`src/rtl/truth_table_pkg.sv`:
```
// Shared types and constants for the truth-table sequencer.
//   seq_state_t           : sequencer state encoding
//   VEC_IDX_W / VEC_COUNT : width of the vector index and number of vectors
//   SETTLE_CYCLES_DEFAULT : default hold time per vector, in clk cycles
//   timer_width()         : counter width needed for a given settle length
package truth_table_pkg;

    localparam int VEC_IDX_W             = 3;
    localparam int VEC_COUNT             = 8;
    localparam int SETTLE_CYCLES_DEFAULT = 4;

    typedef enum logic [1:0] {
        IDLE   = 2'd0,
        SETTLE = 2'd1,
        DONE   = 2'd2
    } seq_state_t;

    // Counter only has to reach cycles-1; keep at least one bit so
    // SETTLE_CYCLES=1 still yields a legal vector.
    function automatic int timer_width(input int cycles);
        return (cycles > 1) ? $clog2(cycles) : 1;
    endfunction

endpackage

```
`src/rtl/settle_timer.sv`:
```
// Per-vector settle counter.
//   clk, rst_n : clock, async active-low reset
//   load       : clear the count (start of a sweep)
//   tick       : advance the count by one; wraps to 0 after the last cycle
//   last       : count is at SETTLE_CYCLES-1, i.e. this is the sampling cycle
module settle_timer
    import truth_table_pkg::*;
#(
    parameter int SETTLE_CYCLES = SETTLE_CYCLES_DEFAULT
) (
    input  logic clk,
    input  logic rst_n,
    input  logic load,
    input  logic tick,
    output logic last
);

    localparam int               CNT_W    = timer_width(SETTLE_CYCLES);
    localparam logic [CNT_W-1:0] CNT_LAST = CNT_W'(SETTLE_CYCLES - 1);

    logic [CNT_W-1:0] count;

    always_ff @(posedge clk or negedge rst_n) begin
        if (!rst_n) begin
            count <= '0;
        end else if (load) begin
            count <= '0;
        end else if (tick) begin
            count <= last ? '0 : count + 1'b1;
        end
    end

    assign last = (count == CNT_LAST);

endmodule

```
`src/rtl/truth_table_sequencer.sv`:
```
// Sweeps a 3-input logic cell through all 8 input vectors, holds each for
// SETTLE_CYCLES cycles, samples the cell output on the last cycle of each
// hold and compares the collected truth table with a latched expectation.
//   clk, rst_n         : clock, async active-low reset
//   start, abort       : begin a sweep (IDLE only) / cancel a running sweep
//   expected[7:0]      : expected truth table, latched when a sweep starts
//   in1, in2, in3      : cell inputs, vector index bits [2], [1], [0]
//   cell_out           : cell output
//   busy, done         : sweep running / one-cycle completion pulse
//   pass               : last completed sweep matched
//   observed, mismatch : sampled table, and its XOR with the latched table
//
// state  | meaning
// IDLE   | cell inputs parked at 000, waiting for start
// SETTLE | presenting vector idx, sampling it on the last settle cycle
// DONE   | one-cycle completion pulse, pass valid
module truth_table_sequencer
    import truth_table_pkg::*;
#(
    parameter int SETTLE_CYCLES = SETTLE_CYCLES_DEFAULT
) (
    input  logic                 clk,
    input  logic                 rst_n,
    input  logic                 start,
    input  logic                 abort,
    input  logic [VEC_COUNT-1:0] expected,
    output logic                 in1,
    output logic                 in2,
    output logic                 in3,
    input  logic                 cell_out,
    output logic                 busy,
    output logic                 done,
    output logic                 pass,
    output logic [VEC_COUNT-1:0] observed,
    output logic [VEC_COUNT-1:0] mismatch
);

    localparam logic [VEC_IDX_W-1:0] IDX_LAST = VEC_IDX_W'(VEC_COUNT - 1);

    seq_state_t           state;
    seq_state_t           state_nxt;
    logic [VEC_IDX_W-1:0] idx;
    logic [VEC_COUNT-1:0] exp_lat;
    logic [VEC_COUNT-1:0] observed_nxt;
    logic                 accept;
    logic                 sample;
    logic                 timer_last;

    settle_timer #(
        .SETTLE_CYCLES(SETTLE_CYCLES)
    ) u_settle_timer (
        .clk  (clk),
        .rst_n(rst_n),
        .load (accept),
        .tick (state == SETTLE),
        .last (timer_last)
    );

    // Abort takes priority over both a new start and a pending sample, so
    // an aborted sweep never records the vector it was cancelled on.
    always_comb begin
        state_nxt = state;
        accept    = 1'b0;
        sample    = 1'b0;
        case (state)
            IDLE: begin
                if (start && !abort) begin
                    accept    = 1'b1;
                    state_nxt = SETTLE;
                end
            end
            SETTLE: begin
                if (abort) begin
                    state_nxt = IDLE;
                end else if (timer_last) begin
                    sample = 1'b1;
                    if (idx == IDX_LAST) begin
                        state_nxt = DONE;
                    end
                end
            end
            DONE: begin
                state_nxt = IDLE;
            end
            default: begin
                state_nxt = IDLE;
            end
        endcase
    end

    always_comb begin
        observed_nxt      = observed;
        observed_nxt[idx] = cell_out;
    end

    always_ff @(posedge clk or negedge rst_n) begin
        if (!rst_n) begin
            state    <= IDLE;
            idx      <= '0;
            exp_lat  <= '0;
            observed <= '0;
            pass     <= 1'b0;
        end else begin
            state <= state_nxt;
            if (accept) begin
                exp_lat  <= expected;
                observed <= '0;
                pass     <= 1'b0;
                idx      <= '0;
            end else if (sample) begin
                observed <= observed_nxt;
                // Compare against the table including the final sample, so
                // pass is already valid during the DONE cycle.
                if (idx == IDX_LAST) begin
                    pass <= (observed_nxt == exp_lat);
                end else begin
                    idx <= idx + 1'b1;
                end
            end
        end
    end

    assign busy              = (state == SETTLE);
    assign done              = (state == DONE);
    assign {in1, in2, in3}   = busy ? idx : '0;
    assign mismatch          = observed ^ exp_lat;

endmodule
```
`config.mk`:
```
export PLATFORM = sky130hd
export DESIGN_NAME = truth_table_sequencer
export DESIGN_NICKNAME = d
export VERILOG_FILES = /design/src/rtl/truth_table_pkg.sv /design/src/rtl/settle_timer.sv /design/src/rtl/truth_table_sequencer.sv
export SDC_FILE = /design/constraint.sdc
export NUM_CORES = 1
export LEC_CHECK = 0
export CORE_MARGIN = 3
export CORE_UTILIZATION = 60
export CTS_BUF_LIST = sky130_fd_sc_hd__clkbuf_8
export DETAILED_ROUTE_END_ITERATION = 10
export DONT_BUFFER_PORTS = 1
export PLACE_DENSITY = 0.88
export SETUP_SLACK_MARGIN = 0.4
export SLEW_MARGIN = 30
export SYNTH_ARGS = -nofsm -noshare
export SYNTH_HDL_FRONTEND = slang
export SYNTH_HIERARCHICAL = 1
export SYNTH_SLANG_ARGS = --single-unit
```
`constraint.sdc`:
```
create_clock -name clk -period 2.3 [get_ports clk]
set_clock_uncertainty 0.05 [all_clocks]
set_input_delay 0.46 -clock clk [delete_from_list [all_inputs] [get_ports clk]]
set_output_delay 0.46 -clock clk [all_outputs]
set_load 0.005 [all_outputs]
```
# Yosys cells after proc, flatten, opt, wreduce, memory -nomap -nowiden
# Cells that the tools add are included.
# word_totals
out_inout_bits	22
elab_cells	55
input_bits	13
ff_bits	24
# op_classes
eq_ne	9
order_cmp	2
bitwise_logic	1
add_sub_neg	2
muxes	25
reduce_logical	10
# op_table
cell	count
8-bit 2-to-1 mux	2
2-bit 2-to-1 mux	7
3-bit 2-to-1 mux	4
1-bit 2-to-1 mux	9
8-bit bitwise mux	1
8-bit equality test	1
8-bit bitwise XOR	1
3-bit by 2-bit != test with 1-bit output, second input constant	2
2-bit nonzero test	3
2-bit equality test, second input constant	2
3-bit by 4-bit < comparator with 1-bit output, second input constant	1
2-bit != test, second input constant	2
2-bit one-hot mux with 2 select lines	1
2-bit AND reduction	2
3-bit by 1-bit adder with 3-bit output, second input constant	1
1-bit demux with 3-bit select	1
3-bit equality test, second input constant	1
3-bit by 1-bit greater-or-equal comparator with 1-bit output, second input constant	1
3-bit AND reduction	1
2-bit by 1-bit adder with 2-bit output, second input constant	1
2-bit by 1-bit equality test with 1-bit output, second input constant	1
1-bit logical AND	2
2-bit logical NOT	1
1-bit logical NOT	1

# Logic depth before layout (Yosys ltp)
# depth
depth_word	9
depth_mapped	6
depth_no_buf	6

# Hierarchy
# The synthesis kept the hierarchy.
# by_module_without_submodules
module	area_each_um2	seq_area_each_um2	instances	cells_per_inst
truth_table_sequencer	1381.3	550.5	1	141
settle_timer	96.3	50.0	1	8

# Worst setup path before layout
# No wires, ideal clock.
# synth_timing
path_kind	reg2reg
start	reg state[1]
end	reg exp_lat[5]
period_less_slack_ps	1713
required_ps	2125
setup_slack_ps	587
arrival_ps	1538
path_buffers	1
setup_time_ps	125
stages_incl_launch_ff	4
path_cell_list	dfrtp_1 nor4b_2 buf_4 mux2_2
# synth_via
elab_chain_cells	2
# synth_rtl
item	line	rtl
start, declared	truth_table_sequencer.sv:40	seq_state_t state;
start signal, assigned	truth_table_sequencer.sv:104	state <= state_nxt;
2-bit logical NOT	truth_table_sequencer.sv:65	case (state)
1-bit 2-to-1 mux	truth_table_sequencer.sv:65	
via accept	truth_table_sequencer.sv:45	logic accept;
end signal, assigned	truth_table_sequencer.sv:106	exp_lat <= expected;
end, declared	truth_table_sequencer.sv:43	logic [VEC_COUNT-1:0] exp_lat;
# The timed path passes the listed nets, and every way through them passes these cells.
# A chain may end at the register's enable or synchronous reset.

# Worst setup path after layout
# layout_timing
start	reg state[1]
end	out in3
# layout_via
elab_chain_cells	2
# layout_rtl
item	line	rtl
2-bit by 1-bit equality test with 1-bit output	truth_table_sequencer.sv:123	assign busy = (state == SETTLE);
via busy	truth_table_sequencer.sv:31	output logic busy,
3-bit 2-to-1 mux	truth_table_sequencer.sv:125	assign {in1, in2, in3} = busy ? idx : '0;
end, declared	truth_table_sequencer.sv:29	output logic in3,
# The timed path passes the listed nets, and every way through them passes these cells.

==> results.json <==
{
  "status": "finished clean",
  "p_leak_nw": 0.734,
  "cts_made_buffers": 3,
  "drive_gt1_share_pct": 20.8,
  "power.density_nw_per_um2": 683,
  "die_w_um": 55.6,
  "hold_ws_ps": 118,
  "mappedNetlistArea_um2": 1480,
  "finalCriticalPeriod_ps": 1880,
  "synth-simple-area-share_pct": 24.6,
  "htree_levels": 1,
  "antenna_found_initial": 0,
  "firstDrtPassIters": 4,
  "start_util_pct": 64.9,
  "synth_area_leaders": "dfrtp_1 41%, o21ai_0 6.4%, mux2_2 5.3%",
  "cp.buffers_inverters": 0,
  "irDropWorstVdd_mv": 0.402,
  "drt.antenna.violating_nets": 0,
  "instances_no_fill": 182,
  "ys.flop_type": "dfrtp_1",
  "n_antenna_cell": 0,
  "setup-tns-final_ps": 0,
  "synth_common_cells": "24 x dfrtp_1, 19 x o21ai_0, 9 x nand2_1, 9 x xor2_1",
  "synth_mux_area_share_pct": 8.72,
  "drv_slew": 0,
  "area_delta_synth_final_pct": 7.54,
  "grt_usage_pct": 21.4,
  "drc": 0,
  "overflow": 0,
  "yosysMostFrequentCell": "dfrtp_1",
  "setup_slack_ps": 424,
  "via_per_inst": 6.59,
  "fillers": 166,
  "die-area_um2": 3090,
  "syn_inst": 149,
  "finalCritPeriodShare_pct": 81.6,
  "end_kind": "primary output",
  "setup.worst_path.class": "reg2out",
  "synth_edf_count": 0,
  "hold_class": "in2async",
  "worstMarginPinSlew_ps": 627,
  "synthAdderAreaFrac_pct": 2.54,
  "critPathMaxStageDelay_ps": 440,
  "core_area_um2": 2280,
  "grt_pass1_wl_um": 5360,
  "synth_cell_types": 46,
  "vias": 1199,
  "wl_per_cell_um": 18.7,
  "critical-path-top-delay-family": "simple AND/OR/NAND/NOR gates",
  "synthArstFlopShare_pct": 100,
  "synth_compound_area_share_pct": 14.3,
  "critPathLaunchType": "flop",
  "setup_violations": 0,
  "timing.max_cap.violations": 0,
  "place_congestion": 0.889,
  "critPathSlowestCell": "dfrtp_1",
  "grt_max_degree": 25,
  "cts_tree": "built",
  "hold_viol_final": 0,
  "dp_hpwl_um": 2370,
  "place_inst": 173,
  "cp_max_fo": 7,
  "ys_ff_latch": 24,
  "cp.required_ps": 1790,
  "synthXorXnorAreaFrac_pct": 5.93,
  "drt_iter0_markers": 48,
  "synth_top_family_by_area": "simple AND/OR/NAND/NOR gates",
  "drt-total-wl_um": 3400,
  "cts_sinks": 24,
  "dpl_worst_slack_ps": 243,
  "synth.avg_cell_area_um2": 9.92,
  "path_cells": "nor2b_1 > and2_1",
  "die_h_um": 55.6,
  "relSlewSlack_pct": 58.2,
  "clk_pin_slew_ps": 90,
  "std_cell_rows": 17,
  "max_freq_mhz": 533,
  "layout.nets": 171,
  "port_buffers": 0,
  "syn_nets": 165,
  "yosysSeqAreaShare_pct": 40.6,
  "yosys.area.top_type": "dfrtp_1",
  "crit_arrival_ps": 1370,
  "cts_root_buf": "clkbuf_8",
  "yosysWarnings": 6,
  "rsz0062_at_grt": "true",
  "ios": 35,
  "grt_pass1_vias": 1147,
  "clock_path_buffers": 2,
  "synth_top_area_share_pct": 40.6,
  "insertion_delay_ps": 260
}
sequential cells by signal, summed over array words and instances, names as in the netlist:
| register | cells |
|---|---|
| u_settle_timer/count | 2 |
| observed | 8 |
| exp_lat | 8 |
| idx | 3 |
| state | 2 |
| pass | 1 |
what timing repair did:
action / CTS / global route
endpoints found under the hold margin: 24 / 0
endpoints found under the setup margin: 1 / 5
hold buffers: 1 / 0
gates resized for setup: 3 / 1
buffers inserted: 4 / 0
where the power goes:
part           internal (mW)  switching (mW)  total (mW)
logic                  0.125           0.140       0.265
registers              0.475          0.0609       0.536
clock network          0.153           0.132       0.285
total                  0.753           0.333        1.09
placed cells by master, fill, tap and decap left out, types with 2 or more instances in the layout:
| cell | n |
|---|---|
| buf_4 | 6 |
| nor2_1 | 7 |
| o31ai_1 | 2 |
| nor2b_1 | 3 |
| clkbuf_8 | 4 |
| mux2i_1 | 5 |
| dfrtp_2 | 3 |
| and3_1 | 5 |
| nand3b_1 | 3 |
| nor3_1 | 2 |
| and2_1 | 3 |
| dfrtp_1 | 21 |
| a21oi_1 | 5 |
| nor3b_1 | 4 |
| ha_1 | 3 |
| nand2b_1 | 3 |
| nand2_1 | 9 |
| nand3_1 | 3 |
| mux2_2 | 7 |
| nor3b_2 | 2 |
| xor2_1 | 9 |
| inv_1 | 3 |
| o21ai_0 | 19 |
cells by family after synthesis:
group                      count (synthesis)
xor gates and xnor gates                  10
AOI/OAI and AO/OA                         35
and+or+nand+nor                           56
DFF                                       24
buffers and inverters                      9
adders and majority gates                  3
muxes                                     12
path summary, 6_finish.rpt:
path | to | startpoint | depth (start not counted) | slack [ps]
min in group clk | exp_lat[6] | expected[6] | 1 | 290
max | in3 | state[1] | 2 | 420
min reg2reg | u_settle_timer/count[1] | u_settle_timer/count[1] | 2 | 480
max in group asynchronous | idx[0] | rst_n | 1 | 1700
min | observed[7] | rst_n | 1 | 120
max reg2reg | pass | idx[1] | 5 | 430
layout make-up:
type                       instances  area, um2  area share [%]
clock buffer                       4       55.1            3.46
inverter                           3       11.3           0.709
multi-input combinational        116        833            52.4
sequential                        24        604            38.0
tap                               28       35.0            2.20
timing repair buffer               7       50.0            3.15
per-layer routing:
metal  share of wire (%)  vias to the layer above  track usage [%]
met5                   0                        -                0
met4                 1.5                        0             7.29
met3                 6.6                        8             3.71
met2                  52                       63             38.0
met1                  40                      584             26.0
li1                    -                      544                -
through the flow:
stage / total power, mW / instance area [um2] / utilization, %
6_report: 1.09 / 1590 / 69.8
5_1_grt: 1.14 / 1590 / 69.8
4_1_cts: 1.09 / 1590 / 70.0
3_5_place_dp: 0.776 / 1490 / 65.5
3_3_place_gp: 0.765 / 1490 / 65.5
2_1_floorplan: 0.725 / 1480 / -
worst reg2reg max path: cells and delay by family (launching register included):
family | cells | cell delay [ps]
flops | 1 | 460
compound gates | 2 | 460
simple gates | 2 | 630
buf+inv | 1 | 200
Note: power is estimated with default switching activity, not from simulation.
